$ cat src/rtl/ctrl_pkg.sv
// Shared encodings for the RV32I controller: opcodes, funct fields and datapath select codes.
package ctrl_pkg;

    localparam logic [4:0] OP_LOAD   = 5'b00000;
    localparam logic [4:0] OP_OP_IMM = 5'b00100;
    localparam logic [4:0] OP_AUIPC  = 5'b00101;
    localparam logic [4:0] OP_STORE  = 5'b01000;
    localparam logic [4:0] OP_OP     = 5'b01100;
    localparam logic [4:0] OP_LUI    = 5'b01101;
    localparam logic [4:0] OP_BRANCH = 5'b11000;
    localparam logic [4:0] OP_JALR   = 5'b11001;
    localparam logic [4:0] OP_JAL    = 5'b11011;

    localparam logic [2:0] F3_ADD_SUB = 3'b000;
    localparam logic [2:0] F3_SLL     = 3'b001;
    localparam logic [2:0] F3_SLT     = 3'b010;
    localparam logic [2:0] F3_SLTU    = 3'b011;
    localparam logic [2:0] F3_XOR     = 3'b100;
    localparam logic [2:0] F3_SR      = 3'b101;
    localparam logic [2:0] F3_OR      = 3'b110;
    localparam logic [2:0] F3_AND     = 3'b111;
    localparam logic [2:0] F3_WORD    = 3'b010;

    // func7 value that selects SUB / SRA variants
    localparam logic [6:0] F7_ALT = 7'b0100000;

    localparam logic [3:0] ALU_ADD  = 4'b0000;
    localparam logic [3:0] ALU_SUB  = 4'b0001;
    localparam logic [3:0] ALU_XOR  = 4'b0010;
    localparam logic [3:0] ALU_OR   = 4'b0011;
    localparam logic [3:0] ALU_AND  = 4'b0100;
    localparam logic [3:0] ALU_SLL  = 4'b0101;
    localparam logic [3:0] ALU_SRL  = 4'b0110;
    localparam logic [3:0] ALU_SRA  = 4'b0111;
    localparam logic [3:0] ALU_SLT  = 4'b1000;
    localparam logic [3:0] ALU_SLTU = 4'b1001;

    localparam logic [2:0] IMM_NONE = 3'b000;
    localparam logic [2:0] IMM_U    = 3'b001;
    localparam logic [2:0] IMM_J    = 3'b010;
    localparam logic [2:0] IMM_S    = 3'b011;
    localparam logic [2:0] IMM_I    = 3'b100;
    localparam logic [2:0] IMM_B    = 3'b101;

    localparam logic [1:0] RD_ALU = 2'b00;
    localparam logic [1:0] RD_MEM = 2'b01;
    localparam logic [1:0] RD_PC4 = 2'b10;
    localparam logic [1:0] RD_IMM = 2'b11;

    localparam logic [1:0] PC_PLUS4  = 2'b00;
    localparam logic [1:0] PC_TARGET = 2'b01;
    localparam logic [1:0] PC_HOLD   = 2'b10;

    localparam logic [1:0] INST_PASS = 2'b00;
    localparam logic [1:0] INST_NOP  = 2'b01;
    localparam logic [1:0] INST_HOLD = 2'b10;

    typedef enum logic {
        PH_ADDR = 1'b0,
        PH_WB   = 1'b1
    } load_phase_t;

endpackage

$ cat src/rtl/ctrl_alu_dec.sv
// ALU operation decode from opcode / func3 / func7.
module ctrl_alu_dec
    import ctrl_pkg::*;
(
    input  logic [4:0] opcode,
    input  logic [2:0] func3,
    input  logic [6:0] func7,
    output logic [3:0] alu_op
);

    logic is_arith;
    logic alt;

    assign is_arith = (opcode == OP_OP) || (opcode == OP_OP_IMM);
    assign alt      = (func7 == F7_ALT);

    always_comb begin
        alu_op = ALU_ADD;
        if (is_arith) begin
            case (func3)
                // OP_IMM has no subtract form, so func7 only matters for register OP
                F3_ADD_SUB: alu_op = (opcode == OP_OP && alt) ? ALU_SUB : ALU_ADD;
                F3_SLL:     alu_op = ALU_SLL;
                F3_SLT:     alu_op = ALU_SLT;
                F3_SLTU:    alu_op = ALU_SLTU;
                F3_XOR:     alu_op = ALU_XOR;
                F3_SR:      alu_op = alt ? ALU_SRA : ALU_SRL;
                F3_OR:      alu_op = ALU_OR;
                F3_AND:     alu_op = ALU_AND;
                default:    alu_op = ALU_ADD;
            endcase
        end
    end

endmodule

$ cat src/rtl/ctrl_unit.sv
// Main RV32I decoder/controller; combinational apart from the two-cycle LOAD phase bit.
module ctrl_unit
    import ctrl_pkg::*;
(
    input  logic       clk,
    input  logic       rst,
    input  logic [4:0] opcode,
    input  logic [2:0] func3,
    input  logic [6:0] func7,
    input  logic       b,
    output logic [2:0] imm_type,
    output logic [1:0] inst_sel,
    output logic       reg_wr,
    output logic [3:0] alu_op,
    output logic [2:0] cmp_op,
    output logic [1:0] pc_sel,
    output logic       mem_sel,
    output logic [1:0] rd_sel,
    output logic       alu1_sel,
    output logic       alu2_sel,
    output logic [2:0] sel_type,
    output logic       we
);

    load_phase_t phase_reg;
    load_phase_t phase_next;

    always_ff @(posedge clk) begin
        if (rst) begin
            phase_reg <= PH_ADDR;
        end else begin
            phase_reg <= phase_next;
        end
    end

    // Back-to-back LOADs keep alternating address / write-back cycles
    always_comb begin
        phase_next = PH_ADDR;
        if (opcode == OP_LOAD) begin
            phase_next = (phase_reg == PH_ADDR) ? PH_WB : PH_ADDR;
        end
    end

    ctrl_alu_dec u_alu_dec (
        .opcode (opcode),
        .func3  (func3),
        .func7  (func7),
        .alu_op (alu_op)
    );

    always_comb begin
        imm_type = IMM_NONE;
        inst_sel = INST_PASS;
        reg_wr   = 1'b0;
        cmp_op   = 3'b000;
        pc_sel   = PC_PLUS4;
        mem_sel  = 1'b0;
        rd_sel   = RD_ALU;
        alu1_sel = 1'b0;
        alu2_sel = 1'b1;
        sel_type = F3_WORD;
        we       = 1'b0;

        case (opcode)
            OP_LOAD: begin
                imm_type = IMM_I;
                sel_type = func3;
                rd_sel   = RD_MEM;
                if (phase_reg == PH_ADDR) begin
                    mem_sel  = 1'b1;
                    pc_sel   = PC_HOLD;
                    inst_sel = INST_HOLD;
                end else begin
                    reg_wr = 1'b1;
                end
            end
            OP_OP_IMM: begin
                imm_type = IMM_I;
                reg_wr   = 1'b1;
            end
            OP_AUIPC: begin
                imm_type = IMM_U;
                alu1_sel = 1'b1;
                reg_wr   = 1'b1;
            end
            OP_STORE: begin
                imm_type = IMM_S;
                sel_type = func3;
                we       = 1'b1;
                mem_sel  = 1'b1;
            end
            OP_OP: begin
                alu2_sel = 1'b0;
                reg_wr   = 1'b1;
            end
            OP_LUI: begin
                imm_type = IMM_U;
                rd_sel   = RD_IMM;
                reg_wr   = 1'b1;
            end
            OP_BRANCH: begin
                imm_type = IMM_B;
                alu1_sel = 1'b1;
                cmp_op   = func3;
                if (b) begin
                    pc_sel   = PC_TARGET;
                    inst_sel = INST_NOP;
                end
            end
            OP_JALR: begin
                imm_type = IMM_I;
                rd_sel   = RD_PC4;
                reg_wr   = 1'b1;
                pc_sel   = PC_TARGET;
                inst_sel = INST_NOP;
            end
            OP_JAL: begin
                imm_type = IMM_J;
                alu1_sel = 1'b1;
                rd_sel   = RD_PC4;
                reg_wr   = 1'b1;
                pc_sel   = PC_TARGET;
                inst_sel = INST_NOP;
            end
            default: begin
            end
        endcase

        // Reset squashes every side effect and keeps the pipeline fed with NOPs
        if (rst) begin
            reg_wr   = 1'b0;
            we       = 1'b0;
            pc_sel   = PC_PLUS4;
            inst_sel = INST_NOP;
            mem_sel  = 1'b0;
        end
    end

endmodule

$ cat config.mk
export PLATFORM = sky130hd
export DESIGN_NAME = ctrl_unit
export DESIGN_NICKNAME = d
export VERILOG_FILES = /design/src/rtl/ctrl_pkg.sv /design/src/rtl/ctrl_alu_dec.sv /design/src/rtl/ctrl_unit.sv
export SDC_FILE = /design/constraint.sdc
export NUM_CORES = 1
export LEC_CHECK = 0
export BUFFER_PORTS_ARGS = -buffer_cell sky130_fd_sc_hd__buf_4
export CAP_MARGIN = 10
export CORE_MARGIN = 3
export CORE_UTILIZATION = 32
export DETAILED_ROUTE_END_ITERATION = 6
export GPL_TIMING_DRIVEN = 1
export PLACE_DENSITY = 0.74
export SYNTH_ARGS = -nofsm -noshare
export SYNTH_HDL_FRONTEND = slang
export SYNTH_SLANG_ARGS = --single-unit
$ cat constraint.sdc
create_clock -name clk -period 1 [get_ports clk]
set_clock_uncertainty 0.2 [all_clocks]
set_input_delay 0.05 -clock clk [delete_from_list [all_inputs] [get_ports clk]]
set_output_delay 0.05 -clock clk [all_outputs]
set_load 0.01 [all_outputs]
# == Word-level counts from Yosys, hierarchy flattened ==
# Index checks and enable logic that the tools add are counted.
# op_classes
bitwise_logic,1
muxes,23
n_eq_ne,16
reduce_logical,11
# op_table
cell,n
$pmux 4 s8,1
$eq 5x4->1 const B,3
$eq 5x5->1 const B,3
$pmux 3 s5,1
$eq 3x3->1 const B,4
$pmux 2 s3,2
$mux 1,11
$eq 5x3->1 const B,2
$reduce_or 2->1,4
$eq 7x6->1 const B,1
$eq 3x2->1 const B,2
$mux 2,3
$mux 3,2
$reduce_or 3->1,2
$reduce_or 6->1,1
$logic_not 5->1,1
$mux 4,1
$pmux 1 s2,2
$eq 3x1->1 const B,1
$logic_not 3->1,1
$logic_and 1x1->1,1
$logic_or 1x1->1,1
$not 1->1,1
# totals
elab_cells,52
reg_bits,1
input_bits,18
output_inout_bits,24

# == Longest topological paths before layout ==
# Gate-level depths: netlist (run 1).
# depth
word_depth,5
mapped_depth,5

# == Modules after synthesis ==
# From an unflattened synthesis (run 1), not the netlist that was laid out.
# hier_totals
hier_cells,62
area_unflattened_um2,449.2
# by_module_without_submodules
module,seq_area_each_um2,instances,cells_each,area_per_inst_um2
ctrl_unit,20.0,1,48,325.3
ctrl_alu_dec,0.0,1,14,123.9

# == Least setup slack after synthesis (run 1) ==
# OpenSTA, ideal clock, no wires.
# synth_path
path_kind,input port to output port
from,in opcode[1]
to,out pc_sel[1]
path_buffers,2
cell_stages,5
arrival_time_ns,1.097
slack_ns,-0.347
cell_sequence,buf_6 -> nor4_4 -> nand2b_2 -> nor3_1 -> buf_4
# synth_between
elab_chain_cells,4
word_cells_on_any_way,7
cone_classes,eq/ne (3); mux (2); reduce/logical (2)
# synth_rtl
element,line,text
"start, declared",ctrl_unit.sv:7,"input logic [4:0] opcode,"
$eq 5x5->1,ctrl_unit.sv:64,case (opcode)
$reduce_or 2->1 (no source line),n/a,
$pmux 2 s3 (*),ctrl_unit.sv:64,
$mux 2 (*),ctrl_unit.sv:130,if (rst) begin
"end, declared",ctrl_unit.sv:16,"output logic [1:0] pc_sel,"
# Every way passes the cells marked *; elsewhere a longest branch is shown, timed or not.

# == Final worst setup path (run 1) ==
# layout_path
from,in opcode[2]
to,out pc_sel[1]
# Same word-level chain as after synthesis.

==> results of run 1 <==
## cell type report
class	count	area, sq um
Tap cell	14	17.5
Multi-Input combinational cell	58	503
Inverter	1	3.75
Sequential cell	1	21.3
Timing Repair Buffer	61	557
Fill cell	50	98.8
## synth_stat cells
| cell type | instances |
|---|---|
| a21boi_1 | 1 |
| a21oi_1 | 4 |
| and2_1 | 6 |
| and3_1 | 3 |
| and3b_1 | 1 |
| buf_2 | 2 |
| buf_4 | 2 |
| buf_6 | 2 |
| dfxtp_1 | 1 |
| inv_1 | 1 |
| mux2i_1 | 2 |
| nand2_1 | 6 |
| nand2b_1 | 4 |
| nand2b_2 | 1 |
| nand3_1 | 1 |
| nand3b_4 | 1 |
| nand4_1 | 1 |
| nor2_1 | 8 |
| nor2b_1 | 3 |
| nor3_1 | 2 |
| nor3_2 | 2 |
| nor3b_1 | 1 |
| nor4_1 | 1 |
| nor4_4 | 1 |
| nor4b_1 | 1 |
| o211ai_1 | 1 |
| o21ai_1 | 3 |
| o22a_1 | 1 |
| or3_1 | 2 |
| xor2_1 | 1 |
## layer usage
| layer | up-vias | routed length (um) | share of wire |
|---|---|---|---|
| met1 | 350 | 910 | 0.38 |
| met2 | 44 | 1260 | 0.53 |
| met4 | 0 | 37 | 0.015 |
| met5 | - | 0 | 0 |
| li1 | 344 | - | - |
| met3 | 4 | 187 | 0.078 |
## critical path, stage by stage
cell,delay [ps]
buf_8,110
nor4_4,300
nand2b_2,150
nor3_4,160
buf_4,150
## path summary, 6_finish.rpt
path                    end  slack [ps]  cells after the start
setup / recovery  pc_sel[1]        -170                      5
hold / removal       reg_wr         160                      3
setup reg to reg  phase_reg           0                      2
hold reg to reg   phase_reg         360                      2
## power groups by stage
stage	Clock (mW)	Sequential (mW)	Combinational (mW)
5_1_grt	0	0.0414	0.382
2_1_floorplan	0	0.0417	0.120
3_3_place_gp	0	0.0414	0.258
4_1_cts	0	0.0414	0.326
3_5_place_dp	0	0.0414	0.263
6_report	0	0.0414	0.360
## kinds of logic (layout without fill, tap and decap cells)
logic type	after synthesis	after routing
buf+inv	7	62
mux	2	2
simple gates	45	45
flops	1	1
compound gates	10	10
xor+xnor	1	1
## per-stage QoR
stage / setup TNS (ps) / hold WS, ps
finish: -2630 / 162
global placement: -2310 / 157
detailed placement: -2720 / 161
floorplan: -330 / -74.0
global route: -3630 / 185
CTS: -1700 / 164
## timing repair
| action | CTS | global route |
|---|---|---|
| setup endpoints to repair | 25 | 25 |
| pin swaps | 16 | 12 |
| gates resized for setup | 38 | 10 |
| hold buffers | 0 | 0 |
| buffers inserted | 3 | 0 |
==> results by group, run 1 <==
Outcome
  • Run status: complete, but fails checks
  • Violated checks: negative setup slack

Detailed routing
  • Via density: 5.50
  • DRC errors left: 0
  • Iteration count of the initial detailed-routing pass: 4
  • Total wire length: 2400 um
  • Vias post-DR: 742
  • DRT iter0 DRCs: 11
  • Routed Antenna Nets: 0
  • Wire per inst: 17.8 um

Clocking
  • Clk_lat worst skew: 0 ps

Job
  • Max-Cap Viols: 0

Placement
  • Gpl congestion: 0.749
  • Setup slack at placement: -157 ps
  • Placed Area: 872 sq um
  • Placed Instances: 132
  • # port buffers: 41
  • Dpl hpwl: 1320 um

Layout
  • Number of diodes: 0
  • NumNets Final: 141
  • Share of cells above drive strength 1: 0.719
  • Final non-filler cell total: 135
  • Commonest non-fill, non-tap cell in the layout: buf_4
  • Area grow syn2layout: 147%
  • Finished Cell Area: 1100 sq um
  • Most frequent cells in the layout: buf_4, buf_6, nor2_1
  • Final core occ: 0.918
  • Max FFs per register: 1

Floorplan
  • Core area: 1200 sq um
  • Cell Rows: 12
  • I/O pin total: 42
  • Die area: 1880 sq um
  • Starting density of the core: 0.372
  • Die W: 43.4 um
  • Die span in y: 43.4 um

Global route
  • Vias in the first global route: 705
  • Largest net degree at the start of global routing: 10
  • Initial antenna violation count: 0
  • Grt met2 use: 0.392
  • Top Usage Layer GRT: met2
  • First-pass GRT wire length: 3080 um
  • GRT overflow: 0
  • M3 GR Usage: 0.0207
  • Met1 Use GR: 0.244
  • Total track usage: 0.200

Timing
  • RSZ-0062 raised after global routing: true
  • Tcrit/Tclk final: 1.17
  • Highest clock rate: 855 MHz
  • Final Max Tran Viols: 0
  • Worst rel slew slack: 0.830
  • Worst setup margin: -170 ps
  • Fin crit period: 1170 ps
  • Worst slew pin tran: 253 ps
  • Final hold vios: 0
  • Endpoints failing setup: 25

Worst setup path
  • CP Class: in2out
  • Crit-path max FO: 4
  • RR Startpoint: phase_reg
  • Critical path data arrival time: 920 ps
  • CP endpoint kind: output pin
  • Crit path from: opcode[2]
  • CP required: 750 ps
  • CP Launch Type: primary input

Synth
  • Synth warnings: 0
  • Cell variety after synth: 30
  • XOR/XNOR share of the synthesized area: 0.0196
  • Cell Area, Synth: 447 sq um
  • Seq cells post-synth: 1
  • Area leader, netlist: and2_1
  • Syn nets: 84
  • Adder-Cell Fraction of Synth Area: 0
  • Main combinational cell family by area after synthesis: simple AND/OR/NAND/NOR gates
  • Synth Instances: 66
  • Mux cell area share after synthesis: 0.0448
  • Post-synthesis compound-gate area fraction: 0.132
  • Mean Syn Cell Area: 6.77 sq um
  • Synth top area cells: and2_1, nor2_1, nand2b_1
  • Sequential-to-total area share from yosys stat: 0.0448
  • Top cell type's share of synthesized area: 0.0840
  • Post-Synth Simple-Gate Area: 0.644

Pwr
  • Cell internal pwr: 240 uW
  • Total power: 401 uW
  • Seq pwr share: 0.103
  • VDD IR max: 0.294 mV
  • Clock power frac: 0
  • Switching power: 161 uW
  • Comb pwr share: 0.897
  • Leak: 0.530 nW
  • PwrDens: 364 nW/um^2
  • Sw frac: 0.402

Hold path
  • HP Class: in2out
  • HP Start: rst
Note: power is estimated with default switching activity, not from simulation.
==> run 2, diff against run 1 <==
--- a/config.mk
+++ b/config.mk
@@ -5,13 +5,14 @@
 export SDC_FILE = /design/constraint.sdc
 export NUM_CORES = 1
 export LEC_CHECK = 0
+export ABC_AREA = 1
 export BUFFER_PORTS_ARGS = -buffer_cell sky130_fd_sc_hd__buf_4
 export CAP_MARGIN = 10
 export CORE_MARGIN = 3
-export CORE_UTILIZATION = 32
+export CORE_UTILIZATION = 30
 export DETAILED_ROUTE_END_ITERATION = 6
 export GPL_TIMING_DRIVEN = 1
-export PLACE_DENSITY = 0.74
+export PLACE_DENSITY = 0.73
 export SYNTH_ARGS = -nofsm -noshare
 export SYNTH_HDL_FRONTEND = slang
 export SYNTH_SLANG_ARGS = --single-unit
==> run 2 against run 1 <==
- the flow still finishes with violations (negative setup slack)
- sequential share of layout area rose by 0.098 points
- largest cell class unchanged
- synthesized cell count rose by 29%
- design area fell by 10%
- fmax rose by 3.1%
- hold slack got worse by 4.8 ps
- via count rose by 0.81%
- critical path depth rose by 4
==> results by group, run 2 <==
Pwr
  • Seq pwr share: 0.121 (was 0.103)
  • PwrDens: 347 nW/um^2 (was 364 nW/um^2)
  • Comb pwr share: 0.879 (was 0.897)
  • Total power: 343 uW (was 401 uW)
  • Cell internal pwr: 193 uW (was 240 uW)
  • Clock power frac: 0 (about the same)
  • Sw frac: 0.436 (was 0.402)
  • VDD IR max: 0.261 mV (was 0.294 mV)
  • Switching power: 149 uW (was 161 uW)
  • Leak: 0.559 nW (was 0.530 nW)

Detailed routing
  • DRC errors left: 0 (unchanged)
  • Total wire length: 1850 um (was 2400 um)
  • Wire per inst: 12.0 um (was 17.8 um)
  • Vias post-DR: 748 (was 742)
  • Routed Antenna Nets: 0 (unchanged)
  • Iteration count of the initial detailed-routing pass: 4 (unchanged)
  • Via density: 4.86 (was 5.50)
  • DRT iter0 DRCs: 11 (unchanged)

Timing
  • Highest clock rate: 881 MHz (was 855 MHz)
  • Setup TNS: -902 ps (was -2630 ps)
  • Worst hold slack: 157 ps (was 162 ps)
  • Worst slew pin tran: 196 ps (was 253 ps)
  • Worst rel slew slack: 0.869 (was 0.830)
  • Tcrit/Tclk final: 1.14 (was 1.17)
  • Final hold vios: 0 (unchanged)
  • Endpoints failing setup: 21 (was 25)
  • Final Max Tran Viols: 0 (unchanged)
  • RSZ-0062 raised after global routing: true (unchanged)
  • Fin crit period: 1140 ps (was 1170 ps)
  • Worst setup margin: -135 ps (was -170 ps)

Synth
  • Sequential-to-total area share from yosys stat: 0.0503 (was 0.0448)
  • Cell Area, Synth: 398 sq um (was 447 sq um)
  • Number of synthesized flops with an enable pin: 0 (unchanged)
  • Seq cells post-synth: 1 (unchanged)
  • Post-synth top flop: dfxtp_1 (unchanged)
  • Cell variety after synth: 17 (was 30)
  • Area leader, netlist: nand2_1 (was and2_1)
  • Async set-or-reset flop fraction in the synthesized netlist: 0 (unchanged)
  • Mean Syn Cell Area: 4.68 sq um (was 6.77 sq um)
  • Post-synth top cells: nand2_1, inv_1, nor2_1, nand3_1 (was nor2_1, and2_1, nand2_1, a21oi_1, nand2b_1)
  • Most instantiated library cell after synthesis: nand2_1 (was nor2_1)
  • Synth Instances: 85 (was 66)
  • Top cell type's share of synthesized area: 0.236 (was 0.0840)
  • Syn nets: 103 (was 84)
  • Synth top area cells: nand2_1, inv_1, nor2_1 (was and2_1, nor2_1, nand2b_1)
  • Synth warnings: 0 (unchanged)

Worst setup path
  • Crit path largest cell delay: 130 ps (was 300 ps)
  • CP top delay family: simple AND/OR/NAND/NOR gates (unchanged)
  • Slowest CP cell: buf_4 (was nor4_4)
  • Cells along the critical path: buf_8, inv_4, buf_6, nor2_4, nand2_4, nor2_1, nand2_1, nor2_1, buf_4 (was buf_8, nor4_4, nand2b_2, nor3_4, buf_4)
  • CP Class: in2out (unchanged)
  • Crit-path max FO: 4 (unchanged)
  • CP Launch Type: primary input (unchanged)
  • Most used cell, CP: nor2_1
  • CP endpoint kind: output pin (unchanged)
  • Worst path buffer plus inverter count: 4 (was 2)
  • CP required: 750 ps (about the same)
  • Critical path data arrival time: 890 ps (was 920 ps)

Floorplan
  • Die area: 1800 sq um (was 1880 sq um)
  • Cell Rows: 12 (unchanged)
  • Core area: 1170 sq um (was 1200 sq um)
  • Starting density of the core: 0.340 (was 0.372)
  • Die W: 42.4 um (was 43.4 um)
  • I/O pin total: 42 (unchanged)
  • Die span in y: 42.4 um (was 43.4 um)

Global route
  • GRT overflow: 0 (unchanged)
  • First-pass GRT wire length: 2700 um (was 3080 um)
  • Total track usage: 0.181 (was 0.200)
  • Largest net degree at the start of global routing: 7 (was 10)
  • Initial antenna violation count: 0 (unchanged)
  • Vias in the first global route: 711 (was 705)

Clocking
  • Clk_lat worst skew: 0 ps (about the same)
  • Cts hold-fix bufs: 0 (unchanged)

Layout
  • Most frequent cells in the layout: buf_4, nand2_1, inv_1 (was buf_4, buf_6, nor2_1)
  • Max FFs per register: 1 (unchanged)
  • Area grow syn2layout: 148% (was 147%)
  • Commonest non-fill, non-tap cell in the layout: buf_4 (unchanged)
  • Number of diodes: 0 (unchanged)
  • Share of cells above drive strength 1: 0.607 (was 0.719)
  • NumNets Final: 160 (was 141)
  • Fillers: 81 (was 50)

Placement
  • Dpl hpwl: 1270 um (was 1320 um)
  • Gpl congestion: 0.842 (was 0.749)
  • # port buffers: 41 (unchanged)

Hold path
  • HP Class: in2out (unchanged)

Job
  • Max-Cap Viols: 0 (unchanged)

Outcome
  • Violated checks: negative setup slack (unchanged)
  • Run status: complete, but fails checks (unchanged)
==> run 2: cell types whose count changed after synthesis, moves of 3 or more <==
cell / delta
nand2b_1: -4
and3_1: -3
nand2_1: +19
nor2_2: +4
a21oi_1: -3
o21ai_1: -3
inv_1: +17
nor2_1: +7
nand4_1: +3
nand3_1: +6
nor2b_1: -3
and2_1: -6
==> run 2: final timing paths <==
kind | end | slack, ps | cells past startpoint | from
max | alu_op[0] | -140 | 9 | opcode[2]
min | pc_sel[0] | 160 | 3 | rst
max reg2reg | phase_reg | 80 | 2 | phase_reg
min reg2reg | phase_reg | 350 | 2 | phase_reg
==> run 2: power by group through the flow <==
| stage | registers [mW] | logic, mW | clock network (mW) |
|---|---|---|---|
| 2_1_floorplan | 0.0413 | 0.0922 | 0 |
| 3_3_place_gp | 0.0413 | 0.237 | 0 |
| 3_5_place_dp | 0.0413 | 0.241 | 0 |
| 4_1_cts | 0.0413 | 0.274 | 0 |
| 5_1_grt | 0.0414 | 0.324 | 0 |
| 6_report | 0.0413 | 0.301 | 0 |
==> run 2: stage by stage <==
step	area (sq um)	cells	utilization	setup slack (ps)
floorplan	412	85	-	-16.4
global placement	831	153	0.709	-166
detailed placement	831	153	0.709	-178
CTS	928	153	0.793	-113
global route	987	154	0.843	-192
finish	987	154	0.843	-135
==> run 2: worst min-delay path, cell delays in order <==
cell and delay (ps):
buf_4 100, a21oi_2 30, buf_4 130
==> run 2: area by class of cell <==
| cell class | count | area [sq um] | area share |
|---|---|---|---|
| Inverter | 19 | 81.3 | 0.0824 |
| Multi-Input combinational cell | 64 | 395 | 0.401 |
| Sequential cell | 1 | 20.0 | 0.0203 |
| Tap cell | 14 | 17.5 | 0.0177 |
| Timing Repair Buffer | 56 | 473 | 0.479 |
==> run 2: kinds of logic after synthesis <==
kind of cell,synth area share
buf+inv,0.198
simple gates,0.679
compound gates,0.0723
flops,0.0503
==> run 2: what timing repair did <==
item                                    4_1_cts  5_1_grt
endpoints found under the setup margin       25       25
pin swaps                                    15       14
cloned                                        0        0
buffers inserted                              0        1
resized for setup                            26       16
endpoints found under the hold margin         0        0
==> run 2: metal layers <==
metal | global-route usage | share of wire | up-vias
li1 | - | - | 374
met5 | 0 | 0 | -
met4 | 0.0745 | 0.022 | 0
met2 | 0.362 | 0.51 | 42
met1 | 0.180 | 0.37 | 326
met3 | 0.0215 | 0.099 | 6
==> run 3, diff against run 2 <==
--- a/config.mk
+++ b/config.mk
@@ -8,11 +8,11 @@
 export ABC_AREA = 1
 export BUFFER_PORTS_ARGS = -buffer_cell sky130_fd_sc_hd__buf_4
 export CAP_MARGIN = 10
-export CORE_MARGIN = 3
-export CORE_UTILIZATION = 30
+export CORE_AREA = 3 3 40 42
 export DETAILED_ROUTE_END_ITERATION = 6
+export DIE_AREA = 0 0 43 45
 export GPL_TIMING_DRIVEN = 1
-export PLACE_DENSITY = 0.73
+export PLACE_DENSITY = 0.7
 export SYNTH_ARGS = -nofsm -noshare
 export SYNTH_HDL_FRONTEND = slang
 export SYNTH_SLANG_ARGS = --single-unit
==> constraint.sdc (replaced) <==
create_clock -name clk -period 1.23 [get_ports clk]
set_clock_uncertainty 0.2 [all_clocks]
set_input_delay 0.0615 -clock clk [delete_from_list [all_inputs] [get_ports clk]]
set_output_delay 0.0615 -clock clk [all_outputs]
set_load 0.01 [all_outputs]
==> run 3 against run 2 <==
- the flow now finishes without violations
- sequential share of layout area up 0.57 points
- design area down 22%
- worst setup slack better by 200 ps
- wire length down 22%
- critical endpoint is now mem_sel
- largest power group unchanged
- highest routed layer is now met3
==> results by group, run 3 (synthesized netlist as in run 2, its figures left out) <==
Outcome
  • Run status: finished clean (was complete, but fails checks)

Timing
  • Setup TNS: 0 ps (was -902 ps)
  • Worst setup margin: 64.4 ps (was -135 ps)
  • RSZ-0062 raised after global routing: false (was true)
  • Worst slew pin tran: 204 ps (was 196 ps)
  • Fin crit period: 1170 ps
  • Worst rel slew slack: 0.863 (was 0.869)
  • Final Max Tran Viols: 0 (unchanged)
  • Final hold vios: 0 (unchanged)
  • Endpoints failing setup: 0 (was 21)
  • Highest clock rate: 858 MHz
  • Tcrit/Tclk final: 0.948

Worst setup path
  • Critical path data arrival time: 900 ps (was 890 ps)
  • Crit path from: opcode[0] (was opcode[2])
  • Most used cell, CP: buf_4 (was nor2_1)
  • CP top delay family: buffers and inverters (was simple AND/OR/NAND/NOR gates)
  • CP Class: in2out (unchanged)
  • CP endpoint kind: output pin (unchanged)
  • Slowest CP cell: buf_4 (unchanged)
  • Crit path largest cell delay: 140 ps (was 130 ps)
  • Worst path buffer plus inverter count: 4 (unchanged)
  • Cells along the critical path: buf_4, inv_1, nand2_2, nor2_4, buf_4, nand3_1, o21ai_2, buf_4 (was buf_8, inv_4, buf_6, nor2_4, nand2_4, nor2_1, nand2_1, nor2_1, buf_4)
  • CP Launch Type: primary input (unchanged)
  • RR Startpoint: phase_reg (unchanged)
  • CP required: 970 ps (was 750 ps)
  • Crit-path max FO: 4 (unchanged)

Floorplan
  • Die area: 1940 sq um (was 1800 sq um)
  • I/O pin total: 42 (unchanged)
  • Die span in y: 45 um (was 42.4 um)
  • Cell Rows: 13 (was 12)
  • Starting density of the core: 0.310 (was 0.340)
  • Core area: 1280 sq um (was 1170 sq um)
  • Die W: 43 um (was 42.4 um)

Global route
  • Initial antenna violation count: 0 (unchanged)
  • Total track usage: 0.147 (was 0.181)
  • First-pass GRT wire length: 2340 um (was 2700 um)
  • Largest net degree at the start of global routing: 8 (was 7)
  • Vias in the first global route: 600 (was 711)
  • GRT overflow: 0 (unchanged)

Pwr
  • VDD IR max: 0.202 mV (was 0.261 mV)
  • PwrDens: 279 nW/um^2 (was 347 nW/um^2)
  • Leak: 0.477 nW (was 0.559 nW)

Detailed routing
  • Via density: 4.71 (was 4.86)
  • Vias post-DR: 674 (was 748)
  • Total wire length: 1440 um (was 1850 um)
  • DRC errors left: 0 (unchanged)
  • Iteration count of the initial detailed-routing pass: 4 (unchanged)
  • Wire per inst: 10.1 um (was 12.0 um)
  • DRT iter0 DRCs: 8 (was 11)
  • Routed Antenna Nets: 0 (unchanged)

Layout
  • Max FFs per register: 1 (unchanged)
  • Number of diodes: 0 (unchanged)
  • Final non-filler cell total: 143 (was 154)
  • Commonest non-fill, non-tap cell in the layout: buf_4 (unchanged)
  • NumNets Final: 148 (was 160)
  • Fillers: 128 (was 81)
  • Multi-input logic area: 332 sq um (was 395 sq um)
  • Reg area: 20.0 sq um (unchanged)
  • Most frequent cells in the layout: buf_4, nand2_1, inv_1 (unchanged)
  • Area grow syn2layout: 94.0% (was 148%)
  • Share of cells above drive strength 1: 0.484 (was 0.607)

Clocking
  • Cts hold-fix bufs: 0 (unchanged)
  • Clk_lat worst skew: 0 ps (about the same)

Placement
  • Dpl hpwl: 1230 um (was 1270 um)
  • Placed Instances: 142 (was 153)
  • Gpl congestion: 0.765 (was 0.842)
  • Setup slack at placement: 17.7 ps (was -178 ps)
  • # port buffers: 41 (unchanged)

Job
  • Max-Cap Viols: 0 (unchanged)

Hold path
  • HP Class: in2out (unchanged)
  • HP Start: rst (unchanged)
## run 3: changes by cell type in the layout (fill, tap and decap cells not counted), moves of 2 or more
cell,before,now
clkinvlp_4,2,0
nand2_2,4,6
inv_1,12,16
nor2_4,8,4
nand2_4,2,0
buf_6,10,0
nor2_1,10,14
buf_8,2,0
## run 3: area by class of cell
type,instances,share of cell area
Sequential cell,1,0.0259
Multi-Input combinational cell,64,0.429
Timing Repair Buffer,44,0.428
Tap cell,15,0.0243
Inverter,19,0.0924
## run 3: timing repair
action / in CTS / in global routing
setup endpoints to repair: 0 / 13
gates resized for setup: 0 / 10
endpoints found under the hold margin: 0 / 0
buffers inserted: 0 / 1
## run 3: worst min-delay path, stage by stage
cell and delay (ps):
buf_4 90, a21oi_1 30, buf_4 130
## run 3: worst paths after layout
check                                  to  slack (ps)  cells after the start
worst max register to register  phase_reg         240                      2
worst min register to register  phase_reg         360                      2
worst max-delay path              mem_sel          60                      8
worst min-delay path            pc_sel[0]         170                      3
## run 3: per-layer routing
metal | up-vias | GRT usage | part of all wire
li1 | 347 | - | -
met5 | - | 0 | 0
met1 | 288 | 0.186 | 0.38
met3 | 0 | 0.0199 | 0.11
met4 | 0 | 0 | 0
met2 | 39 | 0.281 | 0.50
## run 3: power breakdown
group / total [mW] / switching [mW] / internal [mW] / leakage (nW)
sequential: 0.0336 / 0.000173 / 0.0334 / 0.00807
combinational: 0.182 / 0.0948 / 0.0871 / 0.469
clock: 0 / 0 / 0 / 0
## run 3: through the flow
step / util / power (mW) / area [sq um] / hold slack [ps]
2_1_floorplan: - / 0.106 / 400 / -32.9
3_3_place_gp: 0.572 / 0.200 / 734 / 178
3_5_place_dp: 0.572 / 0.203 / 734 / 174
4_1_cts: 0.572 / 0.204 / 734 / 176
5_1_grt: 0.601 / 0.235 / 772 / 187
6_report: 0.601 / 0.215 / 772 / 173
